File: src/rtl/lcd_message_arbiter.sv
// Arbitrates NUM_REQ message sources onto one 16x2 text LCD with timed holds.
// Define LCD_ARB_ROUND_ROBIN_EN for round-robin selection without preemption.
module lcd_message_arbiter #(
    parameter int           NUM_REQ    = 3,
    parameter int           HOLD_TICKS = 200,
    parameter int           MIN_TICKS  = 50,
    parameter logic [127:0] IDLE_LINE1 = "VENDING MACHINE ",
    parameter logic [127:0] IDLE_LINE2 = "INSERT COIN     "
) (
    input  logic                   clk_100hz,
    input  logic                   rst,
    input  logic [NUM_REQ-1:0]     req,
    input  logic [NUM_REQ*128-1:0] line1_in,
    input  logic [NUM_REQ*128-1:0] line2_in,
    input  logic [NUM_REQ*7-1:0]   cursor_in,
    output logic [NUM_REQ-1:0]     grant,
    output logic [NUM_REQ-1:0]     done,
    output logic [127:0]           line1_text,
    output logic [127:0]           line2_text,
    output logic [6:0]             ddram_address,
    output logic                   refresh
);

    localparam int CW = $clog2(HOLD_TICKS + 1);
    localparam int IW = (NUM_REQ > 1) ? $clog2(NUM_REQ) : 1;

    typedef enum logic [1:0] {
        S_IDLE,
        S_SHOW,
        S_DONE
    } state_t;

    state_t               r_state;
    logic [NUM_REQ-1:0]   r_grant;
    logic [NUM_REQ-1:0]   r_done;
    logic [NUM_REQ-1:0]   r_served;
    logic [IW-1:0]        r_gIdx;
    logic [CW-1:0]        r_holdCnt;
    logic [127:0]         r_line1;
    logic [127:0]         r_line2;
    logic [6:0]           r_addr;
    logic                 r_refresh;
`ifdef LCD_ARB_ROUND_ROBIN_EN
    logic [IW-1:0]        r_lastDone;
`endif

    logic [NUM_REQ-1:0]   w_eligible;
    logic                 w_anyEligible;
    logic [IW-1:0]        w_winIdx;
    logic [NUM_REQ-1:0]   w_winOneHot;
    logic                 w_preempt;
    logic [127:0]         w_winLine1;
    logic [127:0]         w_winLine2;
    logic [6:0]           w_winAddr;
    logic [127:0]         w_curLine1;
    logic [127:0]         w_curLine2;
    logic [6:0]           w_curAddr;

    assign w_eligible = req & ~r_served;

    // A source that already had its showing stays out until it drops its request.
    always_comb begin
        w_anyEligible = 1'b0;
        w_winIdx      = '0;
`ifdef LCD_ARB_ROUND_ROBIN_EN
        for (int off = 0; off < NUM_REQ; off++) begin
            int idx;
            idx = (int'(r_lastDone) + 1 + off) % NUM_REQ;
            if (!w_anyEligible && w_eligible[idx]) begin
                w_anyEligible = 1'b1;
                w_winIdx      = IW'(idx);
            end
        end
`else
        for (int k = NUM_REQ - 1; k >= 0; k--) begin
            if (w_eligible[k]) begin
                w_anyEligible = 1'b1;
                w_winIdx      = IW'(k);
            end
        end
`endif
    end

    always_comb begin
        w_winOneHot           = '0;
        w_winOneHot[w_winIdx] = 1'b1;
    end

`ifdef LCD_ARB_ROUND_ROBIN_EN
    assign w_preempt = 1'b0;
`else
    assign w_preempt = w_anyEligible && (w_winIdx < r_gIdx) &&
                       (r_holdCnt >= CW'(MIN_TICKS));
`endif

    assign w_winLine1 = line1_in[int'(w_winIdx)*128 +: 128];
    assign w_winLine2 = line2_in[int'(w_winIdx)*128 +: 128];
    assign w_winAddr  = cursor_in[int'(w_winIdx)*7 +: 7];
    assign w_curLine1 = line1_in[int'(r_gIdx)*128 +: 128];
    assign w_curLine2 = line2_in[int'(r_gIdx)*128 +: 128];
    assign w_curAddr  = cursor_in[int'(r_gIdx)*7 +: 7];

    // Text outputs are loaded on the same edge as the grant so that the
    // banner is shown in IDLE/DONE and live source text while granted.
    always_ff @(posedge clk_100hz or negedge rst) begin
        if (!rst) begin
            r_state   <= S_IDLE;
            r_grant   <= '0;
            r_done    <= '0;
            r_served  <= '0;
            r_gIdx    <= '0;
            r_holdCnt <= '0;
            r_line1   <= IDLE_LINE1;
            r_line2   <= IDLE_LINE2;
            r_addr    <= 7'h00;
            r_refresh <= 1'b0;
`ifdef LCD_ARB_ROUND_ROBIN_EN
            r_lastDone <= IW'(NUM_REQ - 1);
`endif
        end else begin
            r_done    <= '0;
            r_refresh <= 1'b0;
            r_served  <= r_served & req;
            case (r_state)
                S_IDLE, S_DONE: begin
                    r_holdCnt <= '0;
                    if (w_anyEligible) begin
                        r_state   <= S_SHOW;
                        r_gIdx    <= w_winIdx;
                        r_grant   <= w_winOneHot;
                        r_refresh <= 1'b1;
                        r_line1   <= w_winLine1;
                        r_line2   <= w_winLine2;
                        r_addr    <= w_winAddr;
                    end else begin
                        r_state <= S_IDLE;
                        r_grant <= '0;
                        r_line1 <= IDLE_LINE1;
                        r_line2 <= IDLE_LINE2;
                        r_addr  <= 7'h00;
                    end
                end
                S_SHOW: begin
                    if (!req[r_gIdx] || w_preempt) begin
                        r_holdCnt <= '0;
                        r_refresh <= 1'b1;
                        if (w_anyEligible) begin
                            r_state <= S_SHOW;
                            r_gIdx  <= w_winIdx;
                            r_grant <= w_winOneHot;
                            r_line1 <= w_winLine1;
                            r_line2 <= w_winLine2;
                            r_addr  <= w_winAddr;
                        end else begin
                            r_state <= S_IDLE;
                            r_grant <= '0;
                            r_line1 <= IDLE_LINE1;
                            r_line2 <= IDLE_LINE2;
                            r_addr  <= 7'h00;
                        end
                    end else if (r_holdCnt == CW'(HOLD_TICKS - 1)) begin
                        r_state          <= S_DONE;
                        r_done           <= r_grant;
                        r_served[r_gIdx] <= 1'b1;
                        r_grant          <= '0;
                        r_holdCnt        <= '0;
                        r_refresh        <= 1'b1;
                        r_line1          <= IDLE_LINE1;
                        r_line2          <= IDLE_LINE2;
                        r_addr           <= 7'h00;
`ifdef LCD_ARB_ROUND_ROBIN_EN
                        r_lastDone       <= r_gIdx;
`endif
                    end else begin
                        if (r_holdCnt != CW'(HOLD_TICKS)) begin
                            r_holdCnt <= r_holdCnt + 1'b1;
                        end
                        r_line1 <= w_curLine1;
                        r_line2 <= w_curLine2;
                        r_addr  <= w_curAddr;
                    end
                end
                default: begin
                    r_state <= S_IDLE;
                    r_grant <= '0;
                end
            endcase
        end
    end

    assign grant         = r_grant;
    assign done          = r_done;
    assign line1_text    = r_line1;
    assign line2_text    = r_line2;
    assign ddram_address = r_addr;
    assign refresh       = r_refresh;

endmodule

File: config.mk
export PLATFORM = sky130hd
export DESIGN_NAME = lcd_message_arbiter
export DESIGN_NICKNAME = d
export VERILOG_FILES = /design/src/rtl/lcd_message_arbiter.sv
export SDC_FILE = /design/constraint.sdc
export NUM_CORES = 1
export LEC_CHECK = 0
export ABC_CLOCK_PERIOD_IN_PS = 5300
export CAP_MARGIN = 20
export CELL_PAD_IN_SITES_DETAIL_PLACEMENT = 1
export CELL_PAD_IN_SITES_GLOBAL_PLACEMENT = 1
export CORE_AREA = 2 2 412 414
export DETAILED_ROUTE_END_ITERATION = 10
export DIE_AREA = 0 0 414 416
export PLACE_DENSITY_LB_ADDON = 0.1
export SLEW_MARGIN = 20
export SYNTH_ARGS = -nofsm -noshare
export SYNTH_HDL_FRONTEND = slang
export SYNTH_SLANG_ARGS = --single-unit
File: constraint.sdc
create_clock -name clk_100hz -period 5.3 [get_ports clk_100hz]
set_clock_uncertainty 0.05 [all_clocks]
set_input_delay 0.53 -clock clk_100hz [delete_from_list [all_inputs] [get_ports clk_100hz]]
set_output_delay 0.53 -clock clk_100hz [all_outputs]
set_load 0.005 [all_outputs]
=== Word level (Yosys, flattened, before mapping) ===
Cells that the tools add are included.

* Reduce and logical (&&, ||, !) cells: 11
* Equality and inequality tests: 7
* Shift operators: 6
* Add/sub/neg operators: 1
* $lt $le $gt $ge: 6
* Mux-type cells: 49
* Bitwise operators: 4
* $mul: 2

{| class="wikitable"
|+ Operators by type and width
! kind !! number
|-
| 384-bit by 10-bit indexed part select with 128-bit output || 4
|-
| 128-bit two-way mux || 6
|-
| 128-bit one-hot mux with 2 select lines || 2
|-
| 21-bit by 6-bit indexed part select with 7-bit output || 2
|-
| 3-bit two-way mux || 9
|-
| 8-bit two-way mux || 3
|-
| 7-bit two-way mux || 3
|-
| 8-bit one-hot mux with 2 select lines || 1
|-
| 2-bit two-way mux || 7
|-
| 7-bit one-hot mux with 2 select lines || 1
|-
| 2-bit by 3-bit multiplier with 5-bit output, second input constant || 2
|-
| 1-bit two-way mux || 10
|-
| 8-bit by 1-bit adder with 8-bit output, second input constant || 1
|-
| 8-bit equality test, second input constant || 1
|-
| 8-bit by 6-bit greater-or-equal comparator with 1-bit output, second input constant || 1
|-
| 8-bit != test, second input constant || 1
|-
| 2-bit one-hot mux with 2 select lines || 2
|-
| 3-bit bitwise AND || 2
|-
| 2-bit by 3-bit < comparator with 1-bit output, second input constant || 2
|-
| 3-bit one-hot mux with 2 select lines || 1
|-
| 1-bit demux with 2-bit select || 2
|-
| 2-bit by 1-bit greater-or-equal comparator with 1-bit output, second input constant || 2
|-
| 1-bit logical AND || 4
|-
| 4-bit != test, second input constant || 1
|-
| other kinds (15) || 16
|}

* Bits in registers: 285
* Input bits: 794

=== Longest topological paths before layout ===
Gate-level depths: netlist (run 1).

* Depth after elaboration: 12
* Gate-level depth with buffers: 9
* Gate-level depth less buffers: 7

=== Least setup slack after synthesis (run 1) ===
Ideal clock, no wire load.

* Path kind: reg-to-reg
* From: reg r_holdCnt[0]
* To: reg r_addr[0], in the netlist ddram_address[0]
* Path buffers: 2
* Data arrival time: 2.252 ns
* Library setup time: 0.126 ns
* Setup slack: 2.872 ns
* Data required time: 5.124 ns
* Cell stages (with the launch flop): 9
* Cells stage by stage: dfrtp_1 -> inv_1 -> ha_1 -> or4_4 -> a311oi_4 -> o311ai_2 -> clkbuf_1 -> buf_2 -> a221o_1

* Longest elaborated chain between the ends: 5
* Elaborated cells between the ends (all ways): 7
* Classes of those cells: order compare (1); eq/ne (1); mux (3); reduce/logical (2)

{| class="wikitable"
|+ Ends and longest elaborated chain
! what !! line !! source
|-
| start: declaration || 38 || <nowiki>logic [CW-1:0] r_holdCnt;</nowiki>
|-
| start signal: assignment || 176 || <nowiki>r_holdCnt <= r_holdCnt + 1'b1;</nowiki>
|-
| 8-bit by 6-bit greater-or-equal comparator with 1-bit output || 93 || <nowiki>(r_holdCnt >= CW'(MIN_TICKS));</nowiki>
|-
| 1-bit logical AND || 92 || <nowiki>assign w_preempt = w_anyEligible && (w_winIdx < r_gIdx) &&</nowiki>
|-
| 1-bit logical OR || 144 || <nowiki>if (!req[r_gIdx] || w_preempt) begin</nowiki>
|-
| 7-bit two-way mux (*) || 144 ||
|-
| 7-bit one-hot mux with 2 select lines (*) || 124 || <nowiki>case (r_state)</nowiki>
|-
| end signal: assignment || 134 || <nowiki>r_addr <= w_winAddr;</nowiki>
|-
| end signal: assignment || 153 || <nowiki>r_addr <= w_winAddr;</nowiki>
|-
| end signal: assignment || 180 || <nowiki>r_addr <= w_curAddr;</nowiki>
|-
| end: declaration || 41 || <nowiki>logic [6:0] r_addr;</nowiki>
|}

Every way passes the cells marked *; elsewhere a longest branch is shown, timed or not.
A chain may end at the register's enable or synchronous reset.

=== Worst setup path after layout (run 1) ===
* From: reg r_gIdx[0]
* To: reg r_line2[23], in the netlist line2_text[23]

* Longest elaborated chain between the ends: 6
* Elaborated cells between the ends (all ways): 11
* Classes of those cells: order compare (1); shift (1); mux (5); reduce/logical (4)

{| class="wikitable"
|+ Ends and longest elaborated chain
! what !! line !! source
|-
| start: declaration || 37 || <nowiki>logic [IW-1:0] r_gIdx;</nowiki>
|-
| start signal: assignment || 129 || <nowiki>r_gIdx <= w_winIdx;</nowiki>
|-
| start signal: assignment || 149 || <nowiki>r_gIdx <= w_winIdx;</nowiki>
|-
| parallel branches: the longest is 4 deep, another holds 384-bit by 10-bit indexed part select with 128-bit output || -- ||
|-
| 128-bit two-way mux (*) || 144 ||
|-
| 128-bit one-hot mux with 2 select lines (*) || 124 ||
|-
| end signal: assignment || 133 || <nowiki>r_line2 <= w_winLine2;</nowiki>
|-
| end signal: assignment || 152 || <nowiki>r_line2 <= w_winLine2;</nowiki>
|-
| end signal: assignment || 179 || <nowiki>r_line2 <= w_curLine2;</nowiki>
|-
| end: declaration || 40 || <nowiki>logic [127:0] r_line2;</nowiki>
|}

Every way passes the cells marked *. The select of a mux whose other input is x is not followed.

==> results of run 1 <==
## power by group through the flow
stage | Combinational [mW] | Sequential [mW] | Clock, mW
floorplan | 4.66 | 4.12 | 0
global placement | 10.1 | 4.42 | 0
detailed placement | 10.1 | 4.37 | 0
CTS | 10.1 | 4.39 | 3.54
global route | 10.7 | 4.53 | 3.60
finish | 9.86 | 4.37 | 3.35
## cells by family (layout without fill, tap and decap cells)
family	Yosys count	count (layout)	share of synthesized area
AOI/OAI and AO/OA	1084	1084	0.3124
adders and majority gates	3	3	0.001659
buffers and inverters	334	1208	0.05733
DFF	285	285	0.3200
muxes	264	264	0.1168
other	0	30	0
and+or+nand+nor	1104	1104	0.1917
## synthesized netlist by cell type, drive strengths merged, types with 88 or more instances
cell type | count | share of area
o22ai | 91 | 0.025
a21oi | 442 | 0.098
clkbuf | 264 | 0.044
nand2 | 626 | 0.10
dfstp | 88 | 0.10
nor3 | 91 | 0.020
a31o | 88 | 0.034
dfrtp | 197 | 0.22
mux2i | 263 | 0.12
a221o | 176 | 0.078
nor2 | 359 | 0.060
a31oi | 175 | 0.048
o21ai | 92 | 0.021
## worst register-to-register path: cells and delay by family (launching register included)
kind | cells | cell delay, ns
simple gates | 1 | 0.39
flops | 1 | 0.96
buf+inv | 1 | 0.48
compound gates | 3 | 0.72
mux | 1 | 0.46
## stage by stage
step / cells / area [µm²] / total power, mW
global placement: 6074 / 35520 / 14.51
CTS: 6166 / 37100 / 18.06
detailed placement: 6074 / 35520 / 14.49
global route: 6192 / 37170 / 18.80
finish: 6196 / 37180 / 17.58
floorplan: 3074 / 22630 / 8.776
## area by class of cell
type | count | area share
multi-input combinational | 2455 | 0.3808
sequential | 285 | 0.1950
tap | 2218 | 0.07464
inverter | 8 | 0.0008077
clock buffer | 81 | 0.03975
timing repair buffer | 1109 | 0.3044
antenna | 30 | 0.002019
clock inverter | 10 | 0.002591
## state kept, by name, indices dropped and copies added (netlist names)
| register | cells |
|---|---|
| r_state | 2 |
| r_served | 3 |
| grant | 3 |
| line1_text | 128 |
| line2_text | 128 |
| refresh | 1 |
| ddram_address | 7 |
| r_gIdx | 2 |
| r_holdCnt | 8 |
| done | 3 |
## metal layers
metal  track usage  vias up  part of all wire
li1              -    12920                 -
met1        0.2211    14000              0.41
met5             0        -            0.0020
met2        0.3301      709              0.50
met3       0.05045      208             0.060
met4       0.05706       56             0.024
## worst paths after layout
path                             start        endpoint  slack, ns  cells past startpoint
max in group asynchronous          rst  line1_text[36]       3.57                      3
max reg2reg                  r_gIdx[0]  line2_text[23]       2.12                      6
min reg2reg                r_served[1]     r_served[1]       0.44                      1
max                          r_gIdx[0]  line2_text[23]       2.12                      6
min                                rst  line1_text[76]       0.43                      2
min in group clk_100hz     r_served[1]     r_served[1]       0.44                      1
==> run summary, run 1 <==
Die height: 416 µm
WP data required: 5.77 ns
Crit end category: flop
Largest net degree at the start of global routing: 127
Vias in the first global route: 29.10k
Status: finished clean
DRT iter0 DRCs: 1348
Layout cells sized above 1: 0.07801
DP Worst Slack: 1.905 ns
Synth unique cells: 44
Worst-skew pair later-pin latency: 0.64 ns
Clock network power share: 0.190
CTS clk-pin slew, worst paths: 0.06 ns
FILL cells: 19.87k
Setup TNS: 0 ns
Clock sinks: 285
Final #Nets: 4706
Max-slew violations: 0
P&R area growth vs syn: 64.28%
Via count: 27.89k
Switching part of the total power: 0.4347
Gate power share: 0.561
# IOs: 1064
Worst-Margin Slew: 1.430 ns
VDD IR max: 437.0 µV
Routed WL per cell: 27.30 µm
Sequential fraction of the synthesis area: 0.3200
CTS tree: yes
Net Switching: 7.642 mW
Storage cell area: 7249 µm²
Max stage delay on crit path: 0.96 ns
Cell chain of the critical path: mux2_2, a22o_1, o211ai_1, buf_12, nor2_1, a221o_1
Worst path top cell family by delay: flip-flops
First-pass GRT wire length: 235100 µm
CTS resizes: 0
Endpoints failing hold: 0
Leakage: 13.87 nW
GRT Total Usage: 0.1876
Flop pwr share: 0.249
Core area: 168100 µm²
Die ar.: 172200 µm²
Slew headroom: 0.04655
Pwr dens: 472.9 nW/µm²
Crit Path Class: reg -> reg
Syn Inst Count: 3074
Critical path's slowest cell: dfrtp_4
Row cnt: 151
Most frequent cells in the layout: 1062 x clkdlybuf4s50_1, 624 x nand2_1, 442 x a21oi_1, 358 x nor2_1, 263 x mux2i_1
Initial cell density of the core: 0.1346
Mapped Area: 22630 µm²
Clock buffer depth: 3
Synth Register Bits: 285
Startpoint types: flop
Syn avg cell area: 7.362 µm²
Post-synth ARST share: 1.000
Hold crit path type: in -> async
Multi-input logic area: 14160 µm²
Highest Clock Rate: 314.9 MHz
WL final: 169100 µm
Critical path peak fanout: 120
# DRC: 0
Port Buf Inserts: 1063
Final Cycle Share: 0.5992
Tmin final: 3.176 ns
CTS Buf Count: 50
Post-Route Utilization: 0.2211
Initial antenna violation count: 73
Final setup viols: 0
Die width: 414 µm
Syn Nets: 3871
Cts hold-fix bufs: 1
Post-synth EDFFs: 0
Unrepaired setup endpoints after global routing: no
Root Buffer Master: clkbuf_16
Global route overflow: 0
CP arrival: 3.64 ns
Final ANT Viol Nets: 0
RD Place Congestion: 0.8179
Vias per std cell: 4.502
Leading cell type in the layout, fill and taps excluded: clkdlybuf4s50_1
Sum of net half-perimeters after detailed placement: 114400 µm
P_int: 9.938 mW
CP bufs+invs: 1
Final WS setup: 2.125 ns
Ys flop type: dfrtp_1
Worst hold margin: 0.4288 ns
CTS H-Tree Depth: 2
Post-CTS Setup Repair Bufs: 0
Max-cap viol count: 0
DRT Pass-1 Iters: 5
YS warnings: 0
No activity file was read; power rests on OpenSTA's default activity.
==> run 2, diff against run 1 <==
Settings changed: ABC_CLOCK_PERIOD_IN_PS 5300 to 2700.
Clock period 5.3 ns to 2.7 ns, I/O delays scaled along.
==> run 2 against run 1 <==
  * Sequential share of layout area fell by 0.73 points
  * Non-clock buffer count rose by 110
  * First-iteration DRC count fell by 6.1%
  * Combinational power rose by 110%
  * Hold slack got worse by 0.36 ns
  * Clock power rose by 91%
  * Register-to-register slack got worse by 2.0 ns
  * Critical endpoint is now line1_text[125]
  * Total power rose by 100%
  * Via count rose by 0.60%
  * Global-route usage rose by 0.48 points
  * Wire length rose by 2.0%
==> run summary, run 2 (synthesis results as in run 1) <==
Clock sinks: 285
# DRC: 0
CTS H-Tree Depth: 2
CTS Buf Count: 48
Sum of net half-perimeters after detailed placement: 127600 µm
DRT iter0 DRCs: 1266
Layout cells sized above 1: 0.1016
Initial cell density of the core: 0.1346
Initial antenna violation count: 61
Die width: 414 µm
Final Cycle Share: 0.9443
Row cnt: 151
Crit Path Class: reg -> reg
Final WS setup: 0.1504 ns
Die ar.: 172200 µm²
RD Place Congestion: 0.8084
Unrepaired setup endpoints after global routing: no
Hold crit path type: in -> async
DP Worst Slack: -0.02478 ns
CTS clk-pin slew, worst paths: 0.06 ns
WP data required: 3.14 ns
Worst-skew pair later-pin latency: 0.63 ns
Leakage: 14.63 nW
Slew headroom: 0.4000
Leading cell type in the layout, fill and taps excluded: clkdlybuf4s50_1
# IOs: 1064
Worst-Margin Slew: 0.9000 ns
Most frequent cells in the layout: 1062 x clkdlybuf4s50_1, 624 x nand2_1, 442 x a21oi_1, 358 x nor2_1, 263 x mux2i_1
Critical path peak fanout: 29
Final setup viols: 0
CTS tree: yes
Startpoint types: flop
Core area: 168100 µm²
Highest Clock Rate: 392.2 MHz
Global route overflow: 0
Vias per std cell: 4.456
Final ANT Viol Nets: 0
Clock buffer depth: 3
WL final: 172600 µm
Via count: 28.06k
First-pass GRT wire length: 241300 µm
Largest net degree at the start of global routing: 117
Max-cap viol count: 0
Final #Nets: 4814
P&R area growth vs syn: 70.70%
Max-slew violations: 0
Vias in the first global route: 30.18k
Pwr dens: 920.4 nW/µm²
Die height: 416 µm
Endpoints failing hold: 0
Status: finished clean
CP arrival: 2.99 ns
Post-Route Utilization: 0.2297
Root Buffer Master: clkbuf_16
DRT Pass-1 Iters: 5
Routed WL per cell: 27.40 µm
Crit end category: flop
Port Buf Inserts: 1063
GRT Total Usage: 0.1925
Tmin final: 2.550 ns
VDD IR max: 699.1 µV
Tot Pwr: 35.56 mW
==> run 2: cell types whose count changed in the layout (fill, tap and decap cells not counted), sizes merged <==
| cell | before | now |
|---|---|---|
| bufinv | 1 | 2 |
| diode | 30 | 24 |
| clkinv | 6 | 3 |
| buf | 46 | 155 |
| inv | 10 | 8 |
| clkbuf | 81 | 82 |
| clkinvlp | 1 | 2 |
==> run 2: stage by stage <==
step | setup TNS (ns) | hold slack [ns] | std cells | instance area (µm²)
after floorplan | 0 | -0.07559 | 3074 | 22630
after global placement | -0.3520 | 0.1489 | 6182 | 36970
after detailed placement | -0.2057 | 0.1548 | 6182 | 36970
after CTS | 0 | 0.02648 | 6271 | 38530
after global routing | 0 | 0.06193 | 6296 | 38630
final | 0 | 0.06615 | 6297 | 38630
==> run 2: per-layer routing <==
layer / global-route usage / wire [µm] / up-vias
met5: 0 / 287 / -
met2: 0.3384 / 86500 / 658
li1: - / - / 13130
met4: 0.05389 / 4255 / 46
met3: 0.04114 / 8216 / 201
met1: 0.2352 / 73290 / 14030
==> run 2: final cells by class <==
class	count	area (µm²)
Clock inverter	7	101.3
Sequential cell	285	7249
Antenna cell	24	60.06
Clock buffer	81	1448
Tap cell	2218	2775
Inverter	8	30.03
Timing Repair Buffer	1219	12810
Multi-Input combinational cell	2455	14160
Fill cell	19830	129500
==> run 2: what timing repair did <==
action                                 4_1_cts  5_1_grt
gates resized for setup                      0        2
hold buffers                                 1        0
buffers inserted                             0        1
endpoints found under the hold margin      133        0
setup endpoints to repair                    0       85
==> run 2: worst max-delay path, stage by stage, from the launching register on <==
cell and delay, ns:
dfrtp_1 0.34, inv_1 0.06, ha_1 0.18, or4_4 0.43, a311oi_4 0.27, buf_4 0.18
o311ai_4 0.11, buf_12 0.23, buf_12 0.19, a221o_1 0.34
==> run 2: path summary, 6_finish.rpt <==
check / startpoint / cells after the start / end / slack [ns]
setup reg to reg: r_holdCnt[0] / 9 / line1_text[125] / 0.15
hold reg to reg: r_served[0] / 1 / r_served[0] / 0.45
hold / removal: rst / 2 / line1_text[67] / 0.07
max in group asynchronous: rst / 4 / r_gIdx[1] / 1.54
setup / recovery: r_holdCnt[0] / 9 / line1_text[125] / 0.15
min in group clk_100hz: line2_in[54] / 4 / line2_text[54] / 0.28
==> run 2: where the power goes <==
group	switching [mW]	internal (mW)
logic	11.0	9.71
registers	1.63	6.85
clock network	2.59	3.81
==> run 3, diff against run 2 <==
Settings changed: GPL_ROUTABILITY_DRIVEN set to 0.
==> results of run 3 <==
No change in the layout: final DEF, timing and power equal those of run 2.
